### config.mk
export PLATFORM = sky130hd
export DESIGN_NAME = opcode_assembler
export DESIGN_NICKNAME = d
export VERILOG_FILES = /design/src/rtl/opcode_assembler.sv
export SDC_FILE = /design/constraint.sdc
export NUM_CORES = 1
export LEC_CHECK = 0
export CAP_MARGIN = 30
export CORE_MARGIN = 2
export CORE_UTILIZATION = 47
export DETAILED_ROUTE_END_ITERATION = 8
export GPL_TIMING_DRIVEN = 0
export HOLD_SLACK_MARGIN = 0.12
export PLACE_DENSITY = 0.67
export SETUP_SLACK_MARGIN = 0.3
export SLEW_MARGIN = 20
export SYNTH_ARGS = -nofsm -noshare
export SYNTH_HDL_FRONTEND = slang
export SYNTH_SLANG_ARGS = --single-unit
### constraint.sdc
create_clock -name clk -period 6.25 [get_ports clk]
set_clock_uncertainty 0.15 [all_clocks]
set_input_delay 1.5625 -clock clk [delete_from_list [all_inputs] [get_ports clk]]
set_output_delay 1.5625 -clock clk [all_outputs]
set_load 0.02 [all_outputs]
### src/rtl/opcode_assembler.sv
// Packs three 32-bit bus words into a 96-bit opcode and queues it in a small FIFO.
// Optional shape range check on assembly: define OPASM_SHAPE_CHECK_EN.
module opcode_assembler #(
  parameter int         FIFO_DEPTH = 4,
  parameter logic [3:0] MAX_SHAPE  = 4'd5
) (
  input  logic                            clk,
  input  logic                            rst,
  input  logic [31:0]                     word_in,
  input  logic                            word_valid,
  output logic                            word_ready,
  input  logic                            flush,
  output logic [95:0]                     opcode_out,
  output logic                            opcode_valid,
  input  logic                            opcode_ready,
  output logic [$clog2(FIFO_DEPTH):0]     fifo_count,
  output logic                            busy,
  output logic                            shape_err
);

  localparam int PW = $clog2(FIFO_DEPTH);
  localparam int CW = PW + 1;

  typedef enum logic [1:0] {
    W0 = 2'd0,
    W1 = 2'd1,
    W2 = 2'd2
  } phase_e;

  phase_e        phase;
  logic [63:0]   hold;
  logic [95:0]   mem [FIFO_DEPTH];
  logic [PW-1:0] wp;
  logic [PW-1:0] rp;
  logic [CW-1:0] count;
  logic          full;
  logic          empty;
  logic          acc;
  logic          last;
  logic          bad;
  logic          push;
  logic          pop;

  assign full  = (count == CW'(FIFO_DEPTH));
  assign empty = (count == '0);

  // A stalled W2 word waits for a registered free slot, never for this cycle's pop.
  assign word_ready   = !rst && !(phase == W2 && full);
  assign opcode_valid = !rst && !empty;
  assign busy         = !rst && ((phase != W0) || !empty);
  assign opcode_out   = mem[rp];
  assign fifo_count   = count;

  assign acc  = word_valid && word_ready && !flush;
  assign last = acc && (phase == W2);
  assign push = last && !bad;
  assign pop  = opcode_valid && opcode_ready && !flush;

`ifdef OPASM_SHAPE_CHECK_EN
  assign bad = (hold[63:60] > MAX_SHAPE);
`else
  logic unused_max_shape;
  assign unused_max_shape = ^MAX_SHAPE;
  assign bad = 1'b0;
`endif

  always_ff @(posedge clk) begin
    if (rst) begin
      phase     <= W0;
      wp        <= '0;
      rp        <= '0;
      count     <= '0;
      shape_err <= 1'b0;
    end else if (flush) begin
      phase     <= W0;
      wp        <= '0;
      rp        <= '0;
      count     <= '0;
      shape_err <= 1'b0;
    end else begin
      shape_err <= last && bad;
      if (acc) begin
        unique case (phase)
          W0:      phase <= W1;
          W1:      phase <= W2;
          default: phase <= W0;
        endcase
      end
      if (push) wp <= wp + PW'(1);
      if (pop)  rp <= rp + PW'(1);
      unique case ({push, pop})
        2'b10:   count <= count + CW'(1);
        2'b01:   count <= count - CW'(1);
        default: count <= count;
      endcase
    end
  end

  // Holding register keeps its contents between opcodes.
  always_ff @(posedge clk) begin
    if (acc && phase == W0) hold[63:32] <= word_in;
    if (acc && phase == W1) hold[31:0]  <= word_in;
  end

  always_ff @(posedge clk) begin
    if (push) mem[wp] <= {hold, word_in};
  end

endmodule

==> run_results.csv <==
group,metric,value,unit
outcome,outcome,"finished clean",
logic_synthesis,synthMuxAreaShare,13.4,%
global_routing,grt_pass1_wl,46100,um
logic_synthesis,syn_area_per_cell,25.7,um^2
power,comb_power_share,1.0,%
global_routing,grt_usage,17.2,%
power,cellPowerDensity,301,nW/um^2
logic_synthesis,syn_area,16400,um^2
logic_synthesis,synth_compound_area_share,0.473,%
route,drtIter0Drc,595,
timing,relSlewSlack,44.4,%
logic_synthesis,synth.net_count,681,
logic_synthesis,synth.largest_area_cell,"edfxtp_1",
clock_network,cts_tree,"done",
logic_synthesis,synth-simple-area-share,0.916,%
logic_synthesis,synth_area_leaders,"edfxtp_1, mux4_2, dfxtp_1, ha_1, buf_6",
global_routing,grt_pass1_vias,7645,
setup_path,critical-path-max-stage-delay,0.63,ns
clock_network,clk_latency,0.54,ns
placed_design,io_buffer_count,138,
setup_path,cp_max_fo,6,
cells_and_area,areaGrowthSynthToFinish,22.7,%
logic_synthesis,synth.yosys.seq_area_share,83.5,%
clock_network,cts_buffer_depth,3,
placed_design,pre_cts_slack,1.69,ns
clock_network,htreeDepth,2,
timing,setup_viol,0,
setup_path,crit_type,"input port to output port",
floorplan,start_util,47.5,%
logic_synthesis,synth_top_family_by_area,"multiplexers",
setup_path,arrival,2.90,ns
cells_and_area,drive_gt1_share,23.4,%
setup_path,reg2reg_slack,3.77,ns
setup_path,critical_path.startpoint,"rst",
clock_network,clk_pin_slew,0.06,ns
timing,layout_min_cycle_time,4.61,ns
setup_path,crit_path_top_delay_cell,"clkdlybuf4s50_1",
route,wire_per_inst,23.1,um
placed_design,globalplace.congestion,0.733,
setup_path,crit_path_frequent_cell,"clkdlybuf4s50_1",
setup_path,end_kind,"output port",
setup_path,rr_worst_depth,8,
logic_synthesis,yosys.area_share.xor_xnor,0.107,%
clock_network,cts_made_buffers,45,
setup_path,r2r_start,"fifo_count[2]",
route,wl,30700,um
hold_path,holdPathStages,0,
placed_design,dp_hpwl,19300,um
hold_path,holdPathEnd,"mem[0][72]",
clock_network,clock_sinks,459,
timing,setup_slack,1.64,ns
floorplan,die_h,191,um
hold_path,min_from,"hold[40]",
floorplan,boundaryPins,140,
route,first_pass_iters,4,
clock_network,cts_setup_buffers,0,
timing,hold_viol_final,0,
cells_and_area,layout.nets,884,
logic_synthesis,ys_types,33,
route,drc_errors,0,
timing,slew_viol_final,0,
power,peakVddDrop,0.000189,V
floorplan,die_x,191,um
timing,post-route-period-util,73.8,%
global_routing,grt_max_degree,45,
setup_path,crit_path_start_kind,"input port",
setup_path,crit_chain,"clkdlybuf4s50_1, a31oi_1, clkdlybuf4s50_1",
clock_network,post_cts_resized,0,
floorplan,coreArea,34500,um^2
global_routing,grt_antenna_before_repair,0,
route,vias,7147,
power,power.internal,4.94,mW
logic_synthesis,synth_fa_ha_area_share,0.504,%
run,cap_violations,0,
setup_path,cp.required,4.54,ns
setup_path,path_buf_inv,2,
setup_path,r2r-end,"fifo_count[2]",
power,pwr-share-seq,55.8,%
floorplan,rows,68,
floorplan,die_area,36400,um^2
logic_synthesis,yosys_warnings,0,
timing,worst_pin_slew,0.834,ns
power,clockPowerShare,43.2,%
logic_synthesis,synth_top_area_share,82.1,%
timing,max_freq,0.217,GHz
timing,grt_setup_unrepaired,"false",
hold_path,hold_class,"flop to flop",
power,p_leak,6.25,nW
setup_path,path_delay_family,"buffers and inverters",
logic_synthesis,ys_ff_latch,459,
logic_synthesis,synthCells,638,
route,antenna_left,0,
route,viasPerCell,5.37,
power,swShare,18.3,%
power,p_sw,1.11,mW
global_routing,grt_overflow,0,
clock_network,cts-root-buf,"clkbuf_16",
cells_and_area,diodes,0,
clock_network,cts_hold_buf,0,
timing,hold-worst-slack,0.339,ns
-- logic make-up after synthesis --
| kind of cell | after synthesis |
|---|---|
| AOI/OAI and AO/OA | 11 |
| xor gates and xnor gates | 2 |
| other | 1 |
| adders and majority gates | 6 |
| muxes | 100 |
| and+or+nand+nor | 27 |
| DFF | 459 |
| buffers and inverters | 32 |
-- area by class of cell --
type / count / area, um^2
clock buffer: 57 / 1220
fill: 2399 / 14300
multi-input combinational: 147 / 2550
tap: 455 / 569
clock inverter: 26 / 224
sequential: 459 / 13700
timing repair buffer: 156 / 1690
inverter: 8 / 30.0
buffer: 24 / 148
-- placed cells by master, fill, tap and decap left out, types with 2 or more instances in the layout --
master           count
nor3_1               2
buf_4                9
edfxtp_1           448
inv_1                7
xor2_1               2
buf_16               8
mux2i_1              4
buf_2               10
a21oi_1              6
bufinv_16            4
clkdlybuf4s50_1    138
dfxtp_1             11
clkinv_2            10
and2_4               4
clkinv_1            10
clkbuf_1            16
nand2_1              3
mux4_2              96
buf_6                8
ha_1                 5
nor2_1               8
clkbuf_16           47
-- stage by stage --
stage               instances  area, um^2  setup TNS [ns]  util [%]  total power, mW
CTS                      1332       20100               0      58.4             6.11
floorplan                 638       16400               0         -             3.45
global placement         1231       18300         -547.35      53.2             3.49
finish                   1332       20100               0      58.4             6.05
global route             1332       20100               0      58.4             6.24
detailed placement       1249       18700               0      54.2             3.50
-- worst max-delay path by stage --
stage,end,slack (ns),cells past startpoint
floorplan,mem[1][0],1.17,3
global placement,hold[26],-2.11,3
detailed placement,word_ready,1.69,3
CTS,opcode_out[38],1.63,5
global route,opcode_out[41],1.55,5
finish,word_ready,1.64,3
-- synth_stat cells --
master and count:
a211oi_4 1, a21oi_1 6, a311oi_1 1, a31oi_1 1
and2_1 4, buf_2 10, buf_4 2, buf_6 5
clkbuf_1 7, conb_1 1, dfxtp_1 11, edfxtp_1 448
fa_1 1, ha_1 5, inv_1 7, inv_2 1
mux2i_1 4, mux4_2 96, nand2_1 3, nand2b_1 1
nand3_1 1, nand4b_1 1, nor2_1 8, nor2b_1 1
nor3_1 3, nor3b_1 1, o21ai_0 1, o31ai_1 1
or2_1 1, or3_1 1, or3b_4 1, or4_4 1
xor2_1 2
-- power by group through the flow --
stage | Sequential [mW] | Clock, mW | Combinational, mW
3_3_place_gp | 3.44 | 0 | 0.0564
5_1_grt | 3.37 | 2.80 | 0.0665
3_5_place_dp | 3.44 | 0 | 0.0624
2_1_floorplan | 3.44 | 0 | 0.0120
6_report | 3.37 | 2.61 | 0.0619
4_1_cts | 3.37 | 2.68 | 0.0627
-- per-layer routing --
| layer | wire (um) | vias up | global-route usage [%] |
|---|---|---|---|
| li1 | - | 3118 | - |
| met1 | 13300 | 3798 | 23.8 |
| met2 | 15300 | 192 | 27.9 |
| met3 | 1600 | 39 | 3.88 |
| met4 | 530 | 0 | 4.77 |
| met5 | 0 | - | 0 |
-- flip-flops by register name, summed over array words and instances, names as in the netlist, named ones only --
| register | flops |
|---|---|
| hold | 64 |
| phase | 2 |
| fifo_count | 3 |
| wp | 2 |
| mem | 384 |
| rp | 2 |
(Power assumes the default switching activity.)
